==> config.mk <==
export PLATFORM = sky130hd
export DESIGN_NAME = pc_sequencer_flat
export DESIGN_NICKNAME = d
export VERILOG_FILES = /design/src/rtl/pc_sequencer_if.sv /design/src/rtl/pc_sequencer.sv /design/src/flat_wrapper.sv
export SDC_FILE = /design/constraint.sdc
export NUM_CORES = 1
export LEC_CHECK = 0
export ABC_CLOCK_PERIOD_IN_PS = 1460
export CAP_MARGIN = 15
export CORE_MARGIN = 2
export CORE_UTILIZATION = 40
export DETAILED_ROUTE_END_ITERATION = 16
export DONT_BUFFER_PORTS = 1
export PLACE_DENSITY = 0.59
export RECOVER_POWER = 25
export SYNTH_ARGS = -nofsm -noshare
export SYNTH_HDL_FRONTEND = slang
export SYNTH_SLANG_ARGS = --single-unit
==> constraint.sdc <==
create_clock -name clk_i -period 1.46 [get_ports clk_i]
set_clock_uncertainty 0.1 [all_clocks]
set_input_delay 0.146 -clock clk_i [delete_from_list [all_inputs] [get_ports clk_i]]
set_output_delay 0.146 -clock clk_i [all_outputs]
set_load 0.01 [all_outputs]
==> src/rtl/pc_sequencer_if.sv <==
// pc_sequencer_if: instruction, flag, I/O and PC/ALU control signals of the fetch/execute sequencer.
interface pc_sequencer_if #(
  parameter int p = 6,
  parameter int I = 16
);
  logic [I-1:0] instr;
  logic         z_flag;
  logic         c_flag;
  logic         io_ack;
  logic         pc_inc;
  logic         pc_absbranch;
  logic         pc_relbranch;
  logic [p-1:0] branchaddr;
  logic [2:0]   alu_op;
  logic         reg_we;
  logic         imm_sel;
  logic         io_req;
  logic         io_we;
  logic         illegal;
  logic         halted;
  modport master (
    input  instr, z_flag, c_flag, io_ack,
    output pc_inc, pc_absbranch, pc_relbranch, branchaddr, alu_op,
           reg_we, imm_sel, io_req, io_we, illegal, halted
  );
  modport slave (
    output instr, z_flag, c_flag, io_ack,
    input  pc_inc, pc_absbranch, pc_relbranch, branchaddr, alu_op,
           reg_we, imm_sel, io_req, io_we, illegal, halted
  );
endinterface

==> src/rtl/pc_sequencer.sv <==
// pc_sequencer: two-cycle fetch/execute control sequencer with I/O handshake stall and HALT.
module pc_sequencer #(
  parameter int p = 6,
  parameter int I = 16
) (
  input logic            clk_i,
  input logic            rst_i,
  pc_sequencer_if.master bus
);
  typedef enum logic [1:0] {FETCH, EXEC, IOWAIT, HALT} state_e;
  state_e       state_q, state_d;
  logic [3:0]   op_q;
  logic [2:0]   alu_q;
  logic [p-1:0] ba_q;
  logic         exec, io_cyc, done, cond, ill;
  // Only the opcode, ALU field and address field of IR are ever decoded.
  always_ff @(posedge clk_i) begin
    if (rst_i) begin
      state_q <= FETCH;
      op_q    <= '0;
      alu_q   <= '0;
      ba_q    <= '0;
    end else begin
      state_q <= state_d;
      if (state_q == FETCH) begin
        op_q  <= bus.instr[I-1:I-4];
        alu_q <= bus.instr[10:8];
        ba_q  <= bus.instr[p-1:0];
      end
    end
  end
  always_comb begin
    exec   = state_q == EXEC;
    io_cyc = (exec && (op_q == 4'h8 || op_q == 4'h9)) || state_q == IOWAIT;
    done   = io_cyc && bus.io_ack;
    cond   = op_q == 4'h5 ? bus.z_flag : op_q == 4'h6 ? !bus.z_flag :
             op_q == 4'h7 ? bus.c_flag : op_q == 4'h4;
    ill    = exec && op_q >= 4'hA && op_q <= 4'hE;
    state_d = state_q == FETCH ? EXEC :
              state_q == HALT ? HALT :
              exec && op_q == 4'hF ? HALT :
              io_cyc && !bus.io_ack ? IOWAIT : FETCH;
  end
  assign bus.pc_relbranch = exec && cond;
  assign bus.pc_absbranch = exec && op_q == 4'h3;
  assign bus.pc_inc       = done || ill ||
                            (exec && (op_q <= 4'h2 || (op_q >= 4'h5 && op_q <= 4'h7 && !cond)));
  assign bus.branchaddr   = ba_q;
  assign bus.alu_op       = exec && op_q == 4'h1 ? alu_q : 3'd0;
  assign bus.reg_we       = (exec && (op_q == 4'h1 || op_q == 4'h2)) || (done && op_q == 4'h8);
  assign bus.imm_sel      = exec && op_q == 4'h2;
  assign bus.io_req       = io_cyc;
  assign bus.io_we        = io_cyc && op_q == 4'h9;
  assign bus.illegal      = ill;
  assign bus.halted       = state_q == HALT;
endmodule

==> src/flat_wrapper.sv <==
// flat-port wrapper written by rule: the top's interface ports become plain ports
module pc_sequencer_flat 
#(
  parameter int p = 6,
  parameter int I = 16
)
  (clk_i, rst_i, bus_instr, bus_z_flag, bus_c_flag, bus_io_ack, bus_pc_inc, bus_pc_absbranch, bus_pc_relbranch, bus_branchaddr, bus_alu_op, bus_reg_we, bus_imm_sel, bus_io_req, bus_io_we, bus_illegal, bus_halted);
  pc_sequencer_if #(.p(p), .I(I)) bus_i ();
  input logic clk_i;
  input logic rst_i;
  input wire logic [$bits(bus_i.instr)-1:0] bus_instr;
  input wire logic [$bits(bus_i.z_flag)-1:0] bus_z_flag;
  input wire logic [$bits(bus_i.c_flag)-1:0] bus_c_flag;
  input wire logic [$bits(bus_i.io_ack)-1:0] bus_io_ack;
  output wire logic [$bits(bus_i.pc_inc)-1:0] bus_pc_inc;
  output wire logic [$bits(bus_i.pc_absbranch)-1:0] bus_pc_absbranch;
  output wire logic [$bits(bus_i.pc_relbranch)-1:0] bus_pc_relbranch;
  output wire logic [$bits(bus_i.branchaddr)-1:0] bus_branchaddr;
  output wire logic [$bits(bus_i.alu_op)-1:0] bus_alu_op;
  output wire logic [$bits(bus_i.reg_we)-1:0] bus_reg_we;
  output wire logic [$bits(bus_i.imm_sel)-1:0] bus_imm_sel;
  output wire logic [$bits(bus_i.io_req)-1:0] bus_io_req;
  output wire logic [$bits(bus_i.io_we)-1:0] bus_io_we;
  output wire logic [$bits(bus_i.illegal)-1:0] bus_illegal;
  output wire logic [$bits(bus_i.halted)-1:0] bus_halted;
  assign bus_i.instr = bus_instr;
  assign bus_i.z_flag = bus_z_flag;
  assign bus_i.c_flag = bus_c_flag;
  assign bus_i.io_ack = bus_io_ack;
  assign bus_pc_inc = bus_i.pc_inc;
  assign bus_pc_absbranch = bus_i.pc_absbranch;
  assign bus_pc_relbranch = bus_i.pc_relbranch;
  assign bus_branchaddr = bus_i.branchaddr;
  assign bus_alu_op = bus_i.alu_op;
  assign bus_reg_we = bus_i.reg_we;
  assign bus_imm_sel = bus_i.imm_sel;
  assign bus_io_req = bus_i.io_req;
  assign bus_io_we = bus_i.io_we;
  assign bus_illegal = bus_i.illegal;
  assign bus_halted = bus_i.halted;
  pc_sequencer #(.p(p), .I(I)) u_core (.clk_i(clk_i), .rst_i(rst_i), .bus(bus_i));
endmodule
==> out/qor.csv <==
stage;metric;value;unit
status;outcome;finished, violations left;
status;failing checks;negative setup slack;
yosys;post-synth top area cell;dfxtp_1;
yosys;register area share after synthesis;0.371;
yosys;Synth Net Count;124;
clocking;CTS tree;yes;
final_layout;Synth-to-Final Area Change;60.7;%
route;Via density;5.34;
setup_path;Critical Path Start;u_core.state_q[1]$_SDFF_PP0_;
floorplanning;Core ar.;1940;µm²
setup_path;reg2reg setup slack;0.06;ns
yosys;Synth top area share;0.371;
route;via count;849;
route;routed len/inst;14.7;µm
yosys;Post-Syn Area;810;µm²
clocking;clock slew at reported path FFs;0.08;ns
clocking;clk buf depth;2;
placement;Setup WS pre-CTS;-0.0189;ns
setup_path;Worst Path Required;1.21;ns
placement;IO Port Bufs;0;
power;Total Power;955;µW
floorplanning;I/O Pins;39;
route;router iterations before antenna repair;6;
final_layout;FF/Latch Area;320;µm²
global_routing;pin count of the biggest net entering global routing;16;
clocking;Sink Count;15;
floorplanning;initial core utilization;0.417;
yosys;distinct cell type count after synthesis;34;
sta;fmax;0.603;GHz
worst_hold_path;Worst Hold Path Cells;3;
global_routing;initial antenna violation count;0;
worst_hold_path;hold_sp;bus_io_ack;
yosys;Syn Inst Count;103;
yosys;commonest cells in the netlist;nand2_1, a21oi_1, dfxtp_1;
final_layout;# nets final;154;
sta;min Tclk post-route;1.66;ns
global_routing;total gr overflow;0;
final_layout;fill count;175;
sta;worst slew pin tran;0.553;ns
placement;Placed Cells;133;
setup_path;RR Endpoint;u_core.state_q[1]$_SDFF_PP0_;
global_routing;Total Routing Usage GR;0.184;
placement;DP HPWL;1310;µm
sta;Final Max Tran Viols;0;
floorplanning;Die Area;2400;µm²
sta;RSZ-0062 raised after global routing;true;
floorplanning;row count;16;
floorplanning;die extent in x;49.0;µm
global_routing;number of global-route vias before repair;783;
power;PD cells;734;nW/µm²
setup_path;R2R depth;4;
route;ANT nets after route;0;
setup_path;arrival time worst endpoint;1.41;ns
global_routing;global-route wire length before repair;3490;µm
route;drt total wl;2330;µm
route;Iter 0 DRT Violations;9;
sta;Slew headroom;0.630;
yosys;register bit count reported by yosys;15;
power;Pleak;0.515;nW
yosys;total of warnings raised by yosys;0;
final_layout;n_diodes;0;
yosys;top_reg_cell synth;dfxtp_1;
sta;Setup violations, final;9;
job;MaxCap Viol Count;0;
worst_hold_path;min-delay worst type;in -> reg;
yosys;EDFF count, synth;0;
clocking;clock root cell;clkbuf_4;
yosys;asr flop ratio synth;0;
setup_path;RR Startpoint;u_core.op_q[1]$_SDFFE_PP0P_;
final_layout;multi-input logic area;604;µm²
sta;period utilization;1.14;
setup_path;Worst Setup Start Kind;register;
setup_path;Max FO, Critical Path;6;
sta;worst hold margin;0.289;ns
clocking;clk_lat worst skew;0.27;ns
yosys;count leader, synth;nand2_1;
floorplanning;chip height;49.0;µm
setup_path;WS Path Type;reg -> out;
final_layout;fraction of layout cells with a size suffix above 1;0.402;
yosys;post-synthesis area per instance;7.86;µm²
clocking;CTS H-tree depth;1;
power;maximum vdd drop;0.600;mV
yosys;top cells by area, synth;dfxtp_1, nand2_1, a21oi_1, and2_1, a2111oi_2;
final_layout;Finished Layout Cells;159;
sta;final hold violations;0;
sta;Final WS setup;-0.199;ns
placement;GP Congestion;0.769;
route;DRC Markers;0;
setup_path;Crit. End Element;output port;
clocking;Num CTS Buffers;3;
worst_hold_path;Hold Path End;u_core.state_q[1]$_SDFF_PP0_;
layout by cell type, fill, tap and decap left out, types with 2 or more instances in the layout:
cell,Yosys,final
dfxtp_4,0,5
buf_6,0,4
nor2_2,1,3
dlygate4sd3_1,0,15
buf_4,1,12
dfxtp_1,15,9
a21oi_1,15,15
nand2_1,27,26
clkbuf_4,0,3
inv_1,3,3
and2_4,1,5
and3_4,1,2
how the worst max path moves through the flow:
stage               cells after the start  slack, ns         end
floorplan                               4       0.07  bus_pc_inc
global placement                        3       0.01  bus_pc_inc
detailed placement                      3      -0.02  bus_pc_inc
CTS                                     3      -0.20  bus_pc_inc
global route                            4      -0.27  bus_reg_we
finish                                  3      -0.20  bus_pc_inc
layer usage:
layer  part of all wire  GRT usage
met3              0.055     0.0429
met2               0.56      0.324
met1               0.38      0.220
met4             0.0060     0.0571
met5                  0          0
final cells by class:
cell class | count | share of cell area
Tap cell | 27 | 0.0260
Sequential cell | 15 | 0.246
Multi-Input combinational cell | 78 | 0.464
Clock buffer | 4 | 0.0202
Inverter | 3 | 0.00865
Timing Repair Buffer | 32 | 0.235
cells by family after synthesis:
logic type | after synthesis | synth area share
and+or+nand+nor | 51 | 0.346
AOI/OAI and AO/OA | 25 | 0.201
DFF | 15 | 0.371
buffers and inverters | 10 | 0.0587
xor gates and xnor gates | 1 | 0.0108
muxes | 1 | 0.0124
timing repair:
action                                 CTS  global route
gates resized for setup                 22            21
endpoints found under the hold margin   15             0
buffers inserted                         4             3
setup endpoints to repair               11            17
hold buffers                            15             0
pin swaps                                7            11
worst max-delay path: stages (launching register included):
cell	delay (ns)
dfxtp_4	0.38
nand4bb_4	0.27
a2111oi_4	0.30
a211o_1	0.19
flip-flops by register name, summed over array words and instances (netlist names):
name and cells:
u_core.bus.branchaddr 6, u_core.state_q 2, u_core.op_q 4, u_core.alu_q 3
stage by stage:
step	util	TNS [ns]	instance area [µm²]
finish	0.670	-1.28	1300
global route	0.670	-2.01	1300
CTS	0.602	-1.29	1170
detailed placement	0.461	-0.0189	895
global placement	0.461	0	895
floorplan	-	0	810
where the power goes:
| part | total, mW | leakage [nW] | switching (mW) | internal (mW) |
|---|---|---|---|---|
| sequential | 0.477 | 0.128 | 0.0430 | 0.434 |
| combinational | 0.247 | 0.373 | 0.113 | 0.134 |
| clock | 0.231 | 0.0150 | 0.126 | 0.106 |
Note: power is estimated with default switching activity, not from simulation.
